--- src/rtl/navre_regress_io_if.sv ---
// IO bus between the navre core and an IO-space responder.
// The core is the master: it drives the strobes, address and write data, and receives read data.
interface navre_regress_io_if;
  logic       io_re;
  logic       io_we;
  logic [5:0] io_a;
  logic [7:0] io_do;
  logic [7:0] io_di;

  modport master (output io_re, io_we, io_a, io_do, input io_di);
  modport slave  (input io_re, io_we, io_a, io_do, output io_di);
endinterface

--- src/rtl/navre_regress_io.sv ---
// IO-space responder for navre regressions: scratch registers, console FIFO,
// snapshot cycle counter and a sticky test-result register.
module navre_regress_io #(
  parameter int unsigned nscratch  = 8,
  parameter int unsigned fifo_aw   = 4,
  parameter int unsigned cyc_width = 16
) (
  input  logic                     sys_clk,
  input  logic                     sys_rst_n,
  navre_regress_io_if.slave        io,
  output logic [7:0]               cons_data,
  output logic                     cons_valid,
  input  logic                     cons_ready,
  output logic                     done,
  output logic [7:0]               result
);

  localparam int unsigned depth = 1 << fifo_aw;

  localparam logic [5:0] a_cons_data = 6'h30;
  localparam logic [5:0] a_cons_stat = 6'h31;
  localparam logic [5:0] a_cyc_lo    = 6'h32;
  localparam logic [5:0] a_cyc_hi    = 6'h33;
  localparam logic [5:0] a_result    = 6'h3E;
  localparam logic [5:0] a_id        = 6'h3F;

  logic [7:0]           scratch [nscratch];
  logic [7:0]           fifo_mem [depth];
  logic [fifo_aw-1:0]   wr_ptr, rd_ptr;
  logic [fifo_aw:0]     count;
  logic                 overflow;
  logic [cyc_width-1:0] cyc, snap;

  logic       push_req, push, pop, full, empty, ovf_set, stat_rd, cyc_lo_rd;
  logic [7:0] rdata;

  // count never exceeds depth, so its top bit alone marks a full FIFO
  assign full       = count[fifo_aw];
  assign empty      = (count == '0);
  assign cons_valid = !empty;
  assign cons_data  = fifo_mem[rd_ptr];

  assign pop       = cons_valid && cons_ready;
  assign push_req  = io.io_we && (io.io_a == a_cons_data);
  // A pop in the same cycle frees the slot the push lands in
  assign push      = push_req && (!full || pop);
  assign ovf_set   = push_req && full && !pop;
  assign stat_rd   = io.io_re && (io.io_a == a_cons_stat);
  assign cyc_lo_rd = io.io_re && (io.io_a == a_cyc_lo);

  // Read data reflects pre-write state; only a coincident overflow is folded in
  always_comb begin
    rdata = {2'b00, io.io_a};
    case (io.io_a)
      a_cons_data: rdata = 8'(count);
      a_cons_stat: rdata = {5'b0, overflow | ovf_set, empty, full};
      a_cyc_lo:    rdata = cyc[7:0];
      a_cyc_hi:    rdata = 8'(snap >> 8);
      a_result:    rdata = result;
      a_id:        rdata = 8'hA5;
      default: begin
        for (int i = 0; i < nscratch; i++) begin
          if (io.io_a == 6'(i)) rdata = scratch[i];
        end
      end
    endcase
  end

  // NOTE: scratch is a small register file that must read zero after reset, so
  // every entry is reset explicitly; the FIFO storage below is deliberately not.
  always_ff @(posedge sys_clk or negedge sys_rst_n) begin
    if (!sys_rst_n) begin
      io.io_di <= '0;
      for (int i = 0; i < nscratch; i++) scratch[i] <= '0;
    end else begin
      if (io.io_re) io.io_di <= rdata;
      if (io.io_we) begin
        for (int i = 0; i < nscratch; i++) begin
          if (io.io_a == 6'(i)) scratch[i] <= io.io_do;
        end
      end
    end
  end

  // Contents are only observable through valid pointers/count, which are reset
  always_ff @(posedge sys_clk) begin
    if (push) fifo_mem[wr_ptr] <= io.io_do;
  end

  always_ff @(posedge sys_clk or negedge sys_rst_n) begin
    if (!sys_rst_n) begin
      wr_ptr   <= '0;
      rd_ptr   <= '0;
      count    <= '0;
      overflow <= 1'b0;
    end else begin
      if (push) wr_ptr <= wr_ptr + fifo_aw'(1);
      if (pop)  rd_ptr <= rd_ptr + fifo_aw'(1);
      case ({push, pop})
        2'b10:   count <= count + (fifo_aw + 1)'(1);
        2'b01:   count <= count - (fifo_aw + 1)'(1);
        default: count <= count;
      endcase
      if (ovf_set)      overflow <= 1'b1;
      else if (stat_rd) overflow <= 1'b0;
    end
  end

  // The counter still advances on the edge that sets done, then freezes
  always_ff @(posedge sys_clk or negedge sys_rst_n) begin
    if (!sys_rst_n) begin
      cyc    <= '0;
      snap   <= '0;
      done   <= 1'b0;
      result <= '0;
    end else begin
      if (!done)     cyc  <= cyc + cyc_width'(1);
      if (cyc_lo_rd) snap <= cyc;
      if (io.io_we && (io.io_a == a_result) && !done) begin
        done   <= 1'b1;
        result <= io.io_do;
      end
    end
  end

endmodule
--- src/flat_wrapper.sv ---
// flat-port wrapper written by rule: the top's interface ports become plain ports
module navre_regress_io_flat 
#(
  parameter int unsigned nscratch  = 8,
  parameter int unsigned fifo_aw   = 4,
  parameter int unsigned cyc_width = 16
)
  (sys_clk, sys_rst_n, cons_data, cons_valid, cons_ready, done, result, io_io_re, io_io_we, io_io_a, io_io_do, io_io_di);
  navre_regress_io_if io_i ();
  input  logic sys_clk;
  input  logic sys_rst_n;
  output logic [7:0] cons_data;
  output logic cons_valid;
  input  logic cons_ready;
  output logic done;
  output logic [7:0] result;
  input wire logic [$bits(io_i.io_re)-1:0] io_io_re;
  input wire logic [$bits(io_i.io_we)-1:0] io_io_we;
  input wire logic [$bits(io_i.io_a)-1:0] io_io_a;
  input wire logic [$bits(io_i.io_do)-1:0] io_io_do;
  output wire logic [$bits(io_i.io_di)-1:0] io_io_di;
  assign io_i.io_re = io_io_re;
  assign io_i.io_we = io_io_we;
  assign io_i.io_a = io_io_a;
  assign io_i.io_do = io_io_do;
  assign io_io_di = io_i.io_di;
  navre_regress_io #(.nscratch(nscratch), .fifo_aw(fifo_aw), .cyc_width(cyc_width)) u_core (.sys_clk(sys_clk), .sys_rst_n(sys_rst_n), .io(io_i), .cons_data(cons_data), .cons_valid(cons_valid), .cons_ready(cons_ready), .done(done), .result(result));
endmodule
--- config.mk ---
export PLATFORM = sky130hd
export DESIGN_NAME = navre_regress_io_flat
export DESIGN_NICKNAME = d
export VERILOG_FILES = /design/src/rtl/navre_regress_io_if.sv /design/src/rtl/navre_regress_io.sv /design/src/flat_wrapper.sv
export SDC_FILE = /design/constraint.sdc
export NUM_CORES = 1
export LEC_CHECK = 0
export CAP_MARGIN = 15
export CORE_MARGIN = 2
export CORE_UTILIZATION = 37
export DETAILED_ROUTE_END_ITERATION = 12
export GPL_TIMING_DRIVEN = 0
export SLEW_MARGIN = 0
export SYNTH_ARGS = -nofsm -noshare
export SYNTH_HDL_FRONTEND = slang
export SYNTH_SLANG_ARGS = --single-unit
--- constraint.sdc ---
create_clock -name sys_clk -period 7 [get_ports sys_clk]
set_input_delay 1.4 -clock sys_clk [delete_from_list [all_inputs] [get_ports sys_clk]]
set_output_delay 1.4 -clock sys_clk [all_outputs]
set_load 0.01 [all_outputs]
==> parameters.txt <==
Parameter                              Value

Run status
  Run status ... finished clean

Clock tree
  CTS hold repair buffers ... 0
  Number of clock sinks ... 247
  Post-CTS setup-driven buffer insertion count ... 0
  Htree depth ... 1
  Cts bufs inserted ... 27
  Number of resized instances in the post-cts repair step ... 0
  Worst-skew pair later-pin latency ... 0.54 ns
  Number of buffers on the longest clock path ... 3
  Clock tree from TritonCTS ... done
  Buffer type at the clock tree root ... clkbuf_16
  Clock slew at the register clock pins of the worst setup and hold paths ... 0.06 ns

Global routing
  Largest net degree at the start of global routing ... 90
  Total gr overflow ... 0
  Via count of the first global-routing pass ... 6,546
  Number of antenna violations at the first check in global routing ... 0
  Total Routing Usage GR ... 16.6%
  Global-route wire length before repair ... 39,200 um

Synth
  Mux contribution to synthesized area ... 20.4%
  Synthesized instance count ... 686
  Adder and majority cell fraction of the synthesized area ... 1.02%
  Number of warnings printed during yosys synthesis ... 0
  Netlist cell types ... 65
  Most frequently used cell type in the post-synthesis netlist ... edfxtp_1
  Parity-gate share of the synthesized area counting xor and xnor cells ... 2.15%
  Compound-Gate Fraction of Synth Area ... 4.61%
  Largest family of logic cells by synthesized area ... multiplexers
  Post-synth EDFFs ... 128
  Mapped Nets ... 714
  FFs w/ async S/R, synth ... 48.2%
  Sequential share of the synthesized area ... 61.9%
  Basic-gate share of the synthesized area counting and, or, nand and nor cells ... 7.44%
  Leading cell types by total area after synthesis ... edfxtp_1, dfrtp_1, mux2_2
  Netlist area before placement ... 11,000 sq um
  #FFs+latches synth ... 247
  Top post-synthesis cells by count ... edfxtp_1, dfrtp_1, mux2_2
  Top cell type's share of synthesized area ... 34.9%
  Dominant cell type by area after synthesis ... edfxtp_1
  Syn avg cell area ... 16.1 sq um
  Primary FF master, synth ... edfxtp_1

STA
  Highest attainable clock frequency ... 216 MHz
  Worst slew slack as a fraction of its limit ... 23.1%
  Slew at the pin with the worst max-slew slack ... 1.15 ns
  Setup skew after layout ... 0.0130 ns
  Unrepaired setup endpoints after global routing ... false
  Number of hold violations in the final report ... 0
  Final worst hold slack ... 0.476 ns
  Final clock period utilization by the worst path ... 66.1%
  Accumulated negative setup slack ... 0 ns
  Final-report setup violation count ... 0
  Total count of max-transition violations in the final report ... 0
  Final min period ... 4.62 ns

Layout
  Filler cells ... 2,628
  Final Net Count ... 791
  Fraction of layout instances using a drive strength above 1 ... 26.2%
  Final standard cell area without fillers ... 12,900 sq um
  Total area of sequential cells ... 6820 sq um
  Area growth, synth to finish ... 17.1%
  Antenna fix cells ... 0
  Final standard cell utilization of the core ... 43.8%
  Area used by multi-input combinational logic ... 3950 sq um
  Fin cells ... 1,173

Detailed routing
  Routed metal-1 wire length ... 11,200 um
  Via/cell ratio ... 5.31
  DR WL met2 ... 12,000 um
  Uppermost layer routed ... met4
  Total detailed-routing wirelength ... 25,200 um
  Drt first-iter violations ... 431
  Wire per inst ... 21.5 um
  Remaining number of nets flagged by the antenna check after routing ... 0
  Met3 wire length ... 1240 um
  Via total after detailed routing ... 6,224
  DRC violations left ... 0
  Count of TritonRoute iterations in the first routing pass ... 4

Placement
  Area post-placement ... 12,000 sq um
  Instance count after placement with tap cells included ... 1,124
  IO buf count ... 43
  Global placement routability congestion ... 0.790
  HPWL after detailed placement ... 16,600 um

Worst setup path
  Crit. End Element ... primary output
  Type of the worst setup path ... reg2out
  Delay contributed by the slowest stage of the critical path ... 0.53 ns
  Kind of start point of the critical path ... flop
  Sum of buffers and inverters on the critical path ... 3
  Maximum fanout count along the critical path ... 10
  Max stage delay cell, worst path ... clkbuf_1
  CP Data Required Time ... 5.60 ns
  Arrival @ worst endpoint ... 3.22 ns
  Cells traversed along the worst timing path ... clkbuf_1 -> clkbuf_1 -> mux4_1 -> mux4_2 -> clkdlybuf4s50_1
  Cell type group with the largest total delay on the critical path ... buffers and inverters
  CP most frequent cell ... clkbuf_1

Floorplanning
  Ports ... 45
  Effective utilization at floorplan ... 37.4%
  Standard cell core area ... 29,500 sq um
  Count of standard-cell rows ... 63
  Die Span Y ... 177 um
  Width of the chip ... 177 um
  Area enclosed by the die boundary ... 31,200 sq um

Worst hold path
  Hold Crit Class ... reg2reg

Power and ir drop
  Leakage power total ... 0.00494 uW
  IR Drop Worst-Case VDD ... 0.218 mV
  Pwr Density ... 321 nW/um^2

Flow run
  Max-cap violations ... 0
area by class of cell:
cell class | count | area share (%)
well taps | 390 | 3.78
repair buffers | 48 | 3.79
clock inverters | 12 | 1.13
clock buffers | 37 | 5.68
flip-flops and latches | 247 | 52.9
multi-input cells | 395 | 30.6
plain buffers | 34 | 1.81
inverters | 10 | 0.291
layer usage:
| layer | global-route usage [%] | vias up |
|---|---|---|
| met5 | 0 | - |
| met4 | 5.10 | 0 |
| met3 | 3.01 | 42 |
| met2 | 26.9 | 158 |
| met1 | 22.8 | 3212 |
| li1 | - | 2812 |
cells by family after synthesis:
group                    count (synthesis)
XOR/XNOR                                27
flip-flops                             247
AND/OR/NAND/NOR                        135
AO/OA/AOI/OAI                           76
buffers and inverters                   44
adder cells (fa/ha/maj)                  9
multiplexers                           148
registers in the layout, summed over array words and instances, names as in the netlist:
| name | count |
|---|---|
| u_core.fifo_mem | 128 |
| u_core.result | 8 |
| u_core.wr_ptr | 4 |
| u_core.count | 5 |
| u_core.overflow | 1 |
| u_core.done | 1 |
| u_core.rd_ptr | 4 |
| u_core.scratch | 64 |
| u_core.snap | 8 |
| u_core.cyc | 16 |
| u_core.io.io_di | 8 |
worst register-to-register path, cell delays in order, from the launching register on:
cell and delay [ns]:
dfrtp_1 0.35, clkbuf_1 0.18, nor3_1 0.35, nand2_1 0.12, and2_1 0.17, clkbuf_1 0.27
ha_1 0.29, clkbuf_1 0.19, xor2_1 0.21, ha_1 0.25, a211oi_1 0.24, a21oi_1 0.06
a32oi_1 0.16, nor2_1 0.08, xor2_1 0.15
where the power goes:
group / switching [uW] / total (uW) / internal [uW]
Clock: 574 / 1420 / 844
Combinational: 447 / 974 / 527
Sequential: 103 / 1750 / 1650
Total: 1120 / 4140 / 3020
path summary, 6_finish.rpt:
check	from	to	slack (ns)	cells past startpoint
setup / recovery	u_core.rd_ptr[1]	cons_data[2]	2.38	5
hold / removal	u_core.cyc[15]	u_core.cyc[15]	0.48	1
setup reg to reg	u_core.count[1]	u_core.count[4]	3.82	14
hold reg to reg	u_core.cyc[15]	u_core.cyc[15]	0.48	1
max in group asynchronous	sys_rst_n	u_core.scratch[39]	5.50	2
min in group asynchronous	sys_rst_n	u_core.cyc[8]	0.75	1
cell usage in the layout (no fill, tap or decap), types with 10 or more instances in the layout:
cell,Yosys,layout
mux2i_1,16,16
buf_6,10,11
xnor2_1,19,19
mux2_2,86,86
clkbuf_1,11,19
buf_4,7,11
nor2_1,29,29
clkdlybuf4s50_1,0,42
mux4_2,24,24
a31oi_1,10,10
dfrtp_1,119,119
mux4_1,22,22
a21oi_1,15,15
clkbuf_16,0,27
and2_1,10,10
nand2_1,26,26
o21ai_0,16,16
edfxtp_1,128,128
metrics by stage:
step	total power, uW	setup slack, ns
2_1_floorplan	2400	3.34
3_3_place_gp	2750	-0.413
3_5_place_dp	2770	2.29
4_1_cts	4180	2.33
5_1_grt	4330	2.21
6_report	4140	2.38
Power figures use the tool's default switching activity.
